File: config.mk
export PLATFORM = sky130hd
export DESIGN_NAME = expr_eval_ctrl
export DESIGN_NICKNAME = d
export VERILOG_FILES = /design/src/rtl/expr_eval_ctrl.sv
export SDC_FILE = /design/constraint.sdc
export NUM_CORES = 1
export LEC_CHECK = 0
export BUFFER_PORTS_ARGS = -buffer_cell sky130_fd_sc_hd__clkbuf_2
export CAP_MARGIN = 20
export CORE_ASPECT_RATIO = 1.5
export CORE_MARGIN = 1.5
export CORE_UTILIZATION = 30
export CTS_BUF_LIST = sky130_fd_sc_hd__clkbuf_8
export DETAILED_ROUTE_END_ITERATION = 12
export HOLD_SLACK_MARGIN = 0.15
export PLACE_DENSITY = 0.52
export SYNTH_ARGS = -nofsm -noshare
export SYNTH_HDL_FRONTEND = slang
export SYNTH_SLANG_ARGS = --single-unit
File: constraint.sdc
create_clock -name clk -period 6.04 [get_ports clk]
set_input_delay 0.302 -clock clk [delete_from_list [all_inputs] [get_ports clk]]
set_output_delay 0.302 -clock clk [all_outputs]
set_load 0.01 [all_outputs]
File: src/rtl/expr_eval_ctrl.sv
// ---------------------------------------------------------------------------
// expr_eval_ctrl
//
// Streaming evaluator for frames of the form  d(op d)* '='  where d is a
// single ASCII digit and op is '+' or '*'. Characters arrive one per cycle
// over a valid/ready handshake. The frame is syntax-checked and evaluated
// on the fly with '*' binding tighter than '+'. On '=' the result and a
// syntax-ok flag are held on a second valid/ready handshake until taken.
//
// Evaluation keeps a running sum of completed additive terms (sum_reg) and
// the product currently being built (term_reg). mul_pend_reg remembers that
// the next digit multiplies into term_reg instead of starting a new term.
//
// Parameters
//   W        width of result / arithmetic registers (all math modulo 2^W)
//   MAX_LEN  max accepted non-'=' characters per frame (>= 1)
//
// Ports
//   clk        clock, rising edge
//   clr_n      asynchronous active-low reset
//   in_valid   in_data carries a character this cycle
//   in_data    ASCII character
//   in_ready   controller accepts a character this cycle
//   res_valid  result available
//   res_ready  consumer takes the result this cycle
//   res_ok     1 = frame syntactically valid, 0 = error
//   res_value  evaluated value (0 when res_ok = 0)
// ---------------------------------------------------------------------------
module expr_eval_ctrl #(
    parameter int W       = 16,
    parameter int MAX_LEN = 31
) (
    input  logic         clk,
    input  logic         clr_n,
    input  logic         in_valid,
    input  logic [7:0]   in_data,
    output logic         in_ready,
    output logic         res_valid,
    input  logic         res_ready,
    output logic         res_ok,
    output logic [W-1:0] res_value
);

    localparam int LW = $clog2(MAX_LEN + 1);

    localparam logic [7:0] CH_0     = 8'h30;
    localparam logic [7:0] CH_9     = 8'h39;
    localparam logic [7:0] CH_PLUS  = 8'h2B;
    localparam logic [7:0] CH_MUL   = 8'h2A;
    localparam logic [7:0] CH_EQ    = 8'h3D;

    typedef enum logic [1:0] {
        EXP_NUM = 2'd0,
        EXP_OP  = 2'd1,
        ERR     = 2'd2,
        DONE    = 2'd3
    } state_t;

    state_t          state_reg;
    logic [W-1:0]    sum_reg;
    logic [W-1:0]    term_reg;
    logic            mul_pend_reg;
    logic [LW-1:0]   len_reg;
    logic            in_ready_reg;
    logic            res_valid_reg;
    logic            res_ok_reg;
    logic [W-1:0]    res_value_reg;

    // ------------------------------------------------------------------
    // Character decode and arithmetic datapath
    // ------------------------------------------------------------------
    logic            accept;
    logic            is_digit;
    logic            is_plus;
    logic            is_mul;
    logic            is_eq;
    logic            len_full;
    logic [7:0]      digit_code;
    logic [W-1:0]    digit_val;
    logic [W-1:0]    prod;
    logic [W-1:0]    sum_term;

    assign accept     = in_valid && in_ready_reg;
    assign is_digit   = (in_data >= CH_0) && (in_data <= CH_9);
    assign is_plus    = (in_data == CH_PLUS);
    assign is_mul     = (in_data == CH_MUL);
    assign is_eq      = (in_data == CH_EQ);
    assign len_full   = (len_reg == LW'(MAX_LEN));

    // Digit value is only used when is_digit, so the subtraction never
    // needs to handle codes below '0'.
    assign digit_code = in_data - CH_0;
    assign digit_val  = W'(digit_code);

    // Both results are truncated to W bits by the assignment width,
    // giving the required wrap-around behaviour at every step.
    assign prod       = term_reg * digit_val;
    assign sum_term   = sum_reg + term_reg;

    // ------------------------------------------------------------------
    // Control FSM with registered outputs
    // ------------------------------------------------------------------
    always_ff @(posedge clk or negedge clr_n) begin
        if (!clr_n) begin
            state_reg     <= EXP_NUM;
            sum_reg       <= '0;
            term_reg      <= '0;
            mul_pend_reg  <= 1'b0;
            len_reg       <= '0;
            in_ready_reg  <= 1'b1;
            res_valid_reg <= 1'b0;
            res_ok_reg    <= 1'b0;
            res_value_reg <= '0;
        end else begin
            case (state_reg)
                DONE: begin
                    // Result handshake; the frame state is wiped so the
                    // next frame starts from a clean accumulator.
                    if (res_ready) begin
                        state_reg     <= EXP_NUM;
                        sum_reg       <= '0;
                        term_reg      <= '0;
                        mul_pend_reg  <= 1'b0;
                        len_reg       <= '0;
                        in_ready_reg  <= 1'b1;
                        res_valid_reg <= 1'b0;
                    end
                end

                default: begin
                    if (accept) begin
                        if (is_eq) begin
                            // Terminator: only a frame ending right after a
                            // digit is valid. Every other path reports 0.
                            state_reg     <= DONE;
                            in_ready_reg  <= 1'b0;
                            res_valid_reg <= 1'b1;
                            if (state_reg == EXP_OP) begin
                                res_ok_reg    <= 1'b1;
                                res_value_reg <= sum_term;
                            end else begin
                                res_ok_reg    <= 1'b0;
                                res_value_reg <= '0;
                            end
                        end else if (len_full) begin
                            // Frame too long; len stays saturated.
                            state_reg <= ERR;
                        end else begin
                            len_reg <= len_reg + LW'(1);
                            case (state_reg)
                                EXP_NUM: begin
                                    if (is_digit) begin
                                        term_reg  <= mul_pend_reg ? prod : digit_val;
                                        state_reg <= EXP_OP;
                                    end else begin
                                        state_reg <= ERR;
                                    end
                                end
                                EXP_OP: begin
                                    if (is_plus) begin
                                        sum_reg      <= sum_term;
                                        mul_pend_reg <= 1'b0;
                                        state_reg    <= EXP_NUM;
                                    end else if (is_mul) begin
                                        mul_pend_reg <= 1'b1;
                                        state_reg    <= EXP_NUM;
                                    end else begin
                                        // A second digit (multi-digit
                                        // number) is a syntax error too.
                                        state_reg <= ERR;
                                    end
                                end
                                default: begin
                                    // ERR: discard until '='.
                                    state_reg <= ERR;
                                end
                            endcase
                        end
                    end
                end
            endcase
        end
    end

    assign in_ready  = in_ready_reg;
    assign res_valid = res_valid_reg;
    assign res_ok    = res_ok_reg;
    assign res_value = res_value_reg;

endmodule

==> flow_metrics.env, run 1 <==
export IMPL_synth_distinct_cells=55
export IMPL_synthesis_nets=760
export IMPL_yosysWarnings=0
export IMPL_ant_nets=0
export IMPL_nets=782
export IMPL_via_per_inst=4.794
export IMPL_dp_cells=909
export IMPL_path_depth=16
export IMPL_min_delay_path_depth=4
export IMPL_initial_core_util_pct=30.54
export IMPL_worstPathArrival_ns=5.49
export IMPL_cp_slowest_cell="xnor2_1"
export IMPL_htree_levels=3
export IMPL_cts_setup_buffers=0
export IMPL_fin_setup_tns_ns=0
export IMPL_status="complete, no violations"
export IMPL_worst_setup_path_start_kind="input pin"
export IMPL_avgSynthCellArea_um2=9.426
export IMPL_clockRootBuffer="clkbuf_8"
export IMPL_reg2reg_to="term_reg[15]"
export IMPL_final_common_cell="inv_1"
export IMPL_synth_edf_count=0
export IMPL_synthTopCellsByArea="dfrtp_1, fa_1, ha_1, inv_1, and2_1"
export IMPL_design_area_um2=6649
export IMPL_reg2regPathDepth=14
export IMPL_track_usage_pct=15.37
export IMPL_max_stage_delay_ns=0.58
export IMPL_hold_ws_ns=0.3898
export IMPL_hold_buffers=2
export IMPL_yosys_area_top_type_share_pct=24.02
export IMPL_min_period_ns=5.250
export IMPL_worst_slew_pin_slew_ns=0.9623
export IMPL_setup_viol=0
export IMPL_drc=0
export IMPL_ys_seq_area_share_pct=24.46
export IMPL_antenna_cells=0
export IMPL_path_common_cell="fa_1"
export IMPL_timing_final_hold_violations=0
export IMPL_leakage_nw=3.050
export IMPL_crit_type="in -> reg"
export IMPL_synth_largest_area_cell="dfrtp_1"
export IMPL_rsz0062_at_grt="no"
export IMPL_row_count=63
export IMPL_fmax_mhz=190.5
export IMPL_die_h_um=176.8
export IMPL_area_growth_syn_to_layout_pct=10.04
export IMPL_path_clk_slew_ns=0.09
export IMPL_avgRoutedWirePerCell_um=16.18
export IMPL_gp_congestion=0.7962
export IMPL_ios=31
export IMPL_synthCells=641
export IMPL_dpl_hpwl_um=11200
export IMPL_synth_ff_latch_count=59
export IMPL_final_cells=928
export IMPL_drv_slew=0
export IMPL_synthArstFlopShare_pct=100.0
export IMPL_antenna_found_initial=0
export IMPL_drt_pass1_iter_count=4
export IMPL_cp_required_ns=6.28
export IMPL_overflow=0
export IMPL_cts_made_buffers=9
export IMPL_grt_pass1_wl_um=25060
export IMPL_endpoint_kind="flop"
export IMPL_die_area_um2=21020
export IMPL_vias=4449
export IMPL_grt_max_degree=60
export IMPL_cts_path_max_buffers=2
export IMPL_reg2reg_from="term_reg[1]"
export IMPL_portBuffers=30
export IMPL_powerDensity_nw_per_um2=123.9
export IMPL_mostFrequentLayoutCells="inv_1, nand2_1, fa_1"
export IMPL_layout_drive_gt1_share_pct=9.281
export IMPL_postPlaceCellArea_um2=6414
export IMPL_hold_path_class="in -> reg"
export IMPL_cts_tree="built"
export IMPL_wl_um=15010
export IMPL_rrSetupSlack_ns=1.23
export IMPL_path_cells="clkbuf_2, ha_1, xnor2_1, nand2_1, fa_1, fa_1, fa_1, fa_1, inv_1, ha_1, o21a_1, o21ai_0, nor3_1, o31a_1, or3_1, a32o_1"
export IMPL_ys_flop_type="dfrtp_1"
export IMPL_cts_resized=0
export IMPL_fin_crit_sh_pct=86.92
export IMPL_numClockSinks=59
export IMPL_vdd_drop_max_uv=94.49
export IMPL_grt_pass1_vias=4711
export IMPL_path_buf_inv=2
export IMPL_drtIter0Drc=244
export IMPL_clk_latency_ns=0.36
export IMPL_netlist_area_um2=6042
export IMPL_core_area_um2=19790
export IMPL_relSlewSlack_pct=35.69
export IMPL_cp_max_fo=15
export IMPL_endpoint="term_reg[14]"
export IMPL_crit_start="in_data[4]"
export IMPL_crit_family="adder cells"
export IMPL_skew_ns=0.02139
export IMPL_maxCapViolations=0
export IMPL_die_x_um=118.9
export IMPL_hold_start="in_valid"
-- cell usage after synthesis, types with 4 or more instances --
cell type  count
o21ai_0       30
fa_1          61
ha_1          46
clkbuf_1      18
nor2b_1       32
nor3_1         4
inv_1         78
o31ai_1       12
a22o_1         8
mux2i_1        7
xor2_1        15
o21a_1         5
dfrtp_1       58
nand3_1       22
nand2_1       70
a21oi_1       24
xnor2_1       25
and2_1        43
o21bai_1       6
nor2_1        15
a21o_1        14
-- metal layers --
metal  routed length (µm)  up-vias  track usage (%)  share of wire (%)
met2                 7784       79            28.17                 52
met3                  401       28            1.836                2.7
met1                 6350     2197            18.04                 42
met4                  474        0            6.526                3.2
met5                    0        -                0                  0
li1                     -     2145                -                  -
-- worst min path at each step --
stage,end
after CTS,len_reg[0]
after global placement,in_ready
after detailed placement,in_ready
after floorplan,len_reg[0]
after global routing,len_reg[0]
final,len_reg[0]
-- cells by family after synthesis --
family | after synthesis | share of synthesized area, %
compound gates | 117 | 13.34
xor+xnor | 41 | 6.171
fa+ha+maj | 107 | 29.74
buf+inv | 102 | 6.751
flops | 59 | 24.46
mux | 7 | 1.160
simple gates | 208 | 18.39
-- layout make-up --
type	count	area [µm²]
inverters	79	296.5
well taps	260	325.3
clock inverters	7	76.32
clock buffers	9	123.9
fillers	2075	13140
repair buffers	34	192.7
flip-flops and latches	59	1478
multi-input cells	480	4156
-- tightest hold or removal path, stage by stage --
cell      delay (ns)
clkbuf_2        0.08
nand2_1         0.12
nor4_4          0.10
mux2i_1         0.12
-- through the flow --
step | power (W) | setup slack, ns | util (%)
finish | 0.0008237 | 0.7900 | 33.61
global route | 0.0008563 | 0.4388 | 33.61
CTS | 0.0008372 | 0.8085 | 33.53
detailed placement | 0.0004431 | 0.4406 | 32.42
global placement | 0.0004426 | 0.5384 | 32.42
floorplan | 0.0004213 | 0.9434 | -
-- power breakdown --
group          switching, W  leakage, nW  internal (W)
Combinational     0.0000309         2.13    0.00000889
Sequential                0        0.821      0.000395
Clock              0.000196        0.102      0.000194
Power figures use the tool's default switching activity.
==> run 2: changes to the inputs <==
--- a/config.mk
+++ b/config.mk
@@ -8,7 +8,7 @@
 export BUFFER_PORTS_ARGS = -buffer_cell sky130_fd_sc_hd__clkbuf_2
 export CAP_MARGIN = 20
 export CORE_ASPECT_RATIO = 1.5
-export CORE_MARGIN = 1.5
+export CORE_MARGIN = 2
 export CORE_UTILIZATION = 30
 export CTS_BUF_LIST = sky130_fd_sc_hd__clkbuf_8
 export DETAILED_ROUTE_END_ITERATION = 12
==> run 2 against run 1 <==
Against the previous run: clock skew fell by 0.0085 ns; via count decreased by 0.81%; worst setup slack improved by 0.25 ns; wire length shrank 0.56%; final area unchanged; critical endpoint unchanged; largest cell class unchanged; highest routed layer unchanged.
==> flow_metrics.env, run 2 (synthesized netlist as in run 1, its figures left out) <==
export IMPL_clk_latency_ns=0.35
export IMPL_antenna_found_initial=0
export IMPL_cts_made_buffers=9
export IMPL_status="complete, no violations"
export IMPL_vias=4413
export IMPL_path_cells="clkbuf_2, inv_1, ha_1, nand2b_1, fa_1, fa_1, fa_1, fa_1, inv_1, ha_1, o21a_1, o21ai_0, nor3_1, o31a_1, or3_1, a32o_1"
export IMPL_share_seq_of_total_power_pct=49.6
export IMPL_maxCapViolations=0
export IMPL_nets=784
export IMPL_nFillCells=2060
export IMPL_powerDensity_nw_per_um2=119.7
export IMPL_crit_family="adder cells"
export IMPL_skew_ns=0.01290
export IMPL_crit_type="in -> reg"
export IMPL_row_count=63
export IMPL_relSlewSlack_pct=34.42
export IMPL_portBuffers=30
export IMPL_hold_path_class="in -> reg"
export IMPL_cts_path_max_buffers=2
export IMPL_timing_final_hold_violations=0
export IMPL_cts_setup_buffers=0
export IMPL_area_growth_syn_to_layout_pct=10.04
export IMPL_path_common_cell="fa_1"
export IMPL_worst_setup_path_start_kind="input pin"
export IMPL_wl_um=14930
export IMPL_layout_drive_gt1_share_pct=9.701
export IMPL_finalWorstSetupSlack_ns=1.036
export IMPL_initial_core_util_pct=30.54
export IMPL_drv_slew=0
export IMPL_endpoint_kind="flop"
export IMPL_final_cells=930
export IMPL_cp_max_fo=15
export IMPL_grt_max_degree=60
export IMPL_path_clk_slew_ns=0.09
export IMPL_cp_required_ns=6.28
export IMPL_avgRoutedWirePerCell_um=16.05
export IMPL_fin_util_pct=33.61
export IMPL_die_x_um=119.9
export IMPL_vdd_drop_max_uv=119.1
export IMPL_min_period_ns=5.004
export IMPL_mostFrequentLayoutCells="inv_1, nand2_1, fa_1"
export IMPL_place_ws_ns=0.6564
export IMPL_htree_levels=3
export IMPL_track_usage_pct=15.58
export IMPL_via_per_inst=4.745
export IMPL_numClockSinks=59
export IMPL_p_sw_w=0.0002278
export IMPL_worst_slew_pin_slew_ns=0.9814
export IMPL_overflow=0
export IMPL_clockRootBuffer="clkbuf_8"
export IMPL_ant_nets=0
export IMPL_drt_pass1_iter_count=4
export IMPL_die_area_um2=21320
export IMPL_drc=0
export IMPL_antenna_cells=0
export IMPL_leakage_nw=3.040
export IMPL_path_buf_inv=3
export IMPL_clock_power_share_pct=45.2
export IMPL_swShare_pct=28.62
export IMPL_hold_ws_ns=0.3965
export IMPL_fin_setup_tns_ns=0
export IMPL_rsz0062_at_grt="no"
export IMPL_cts_tree="built"
export IMPL_worstPathArrival_ns=5.25
export IMPL_final_common_cell="inv_1"
export IMPL_power_frac_comb_pct=5.2
export IMPL_drtIter0Drc=166
export IMPL_dp_cells=911
export IMPL_intPower_w=0.0005682
export IMPL_ios=31
export IMPL_fmax_mhz=199.9
export IMPL_max_stage_delay_ns=0.55
export IMPL_rrSetupSlack_ns=1.18
export IMPL_core_area_um2=19790
export IMPL_grt_pass1_wl_um=25630
export IMPL_die_h_um=177.8
export IMPL_gp_congestion=0.8131
export IMPL_setup_viol=0
export IMPL_fin_crit_sh_pct=82.84
export IMPL_dpl_hpwl_um=11160
export IMPL_cp_slowest_cell="fa_1"
export IMPL_grt_pass1_vias=4862
export IMPL_cts_resized=0
-- run 2: cell count changes in the layout (fill, tap and decap cells not counted), sizes merged --
cell | previous run | this run
buf | 3 | 4
bufinv | 1 | 0
clkinv | 3 | 1
inv | 81 | 80
clkinvlp | 1 | 4
clkbuf | 38 | 40
-- run 2: final timing paths --
path | start | end | cells after the start
max | in_data[4] | term_reg[14] | 16
min | in_valid | len_reg[0] | 4
max reg2reg | term_reg[1] | term_reg[15] | 14
min reg2reg | in_ready | in_ready | 2
max in group asynchronous | clr_n | term_reg[9] | 3
min in group asynchronous | clr_n | res_ok | 3
-- run 2: routing by layer --
metal	up-vias	share of wire, %	global-route usage (%)
met5	-	0	0
met4	0	3.1	6.225
met3	26	2.3	2.217
met2	57	52	28.21
met1	2182	43	18.43
li1	2148	-	-
-- run 2: cell type report --
type	count	area [µm²]	area share (%)
clock buffers	10	137.6	2.070
inverters	79	296.5	4.460
repair buffers	36	207.7	3.124
flip-flops and latches	59	1478	22.22
clock inverters	6	47.55	0.7151
well taps	260	325.3	4.893
multi-input cells	480	4156	62.51
-- run 2: power by group through the flow --
stage / clock network [W] / registers (W) / logic (W)
global placement: 0 / 0.000402 / 0.0000415
CTS: 0.000373 / 0.000395 / 0.0000430
detailed placement: 0 / 0.000402 / 0.0000420
global route: 0.000388 / 0.000395 / 0.0000479
finish: 0.000360 / 0.000395 / 0.0000418
floorplan: 0 / 0.000403 / 0.0000187
-- run 2: worst min-delay path: stages --
cell and delay (ns):
clkbuf_2 0.08, nand2_1 0.12, nor4_4 0.10, mux2i_1 0.12
-- run 2: repair_timing --
| item | CTS | global route |
|---|---|---|
| hold buffers | 2 | 0 |
| hold endpoints to repair | 44 | 0 |
| endpoints found under the setup margin | 0 | 0 |
-- run 2: per-stage QoR --
stage,cell area (µm²),power [W]
after floorplan,6042,0.0004213
after global placement,6429,0.0004440
after detailed placement,6429,0.0004445
after CTS,6634,0.0008104
after global routing,6649,0.0008304
final,6649,0.0007960
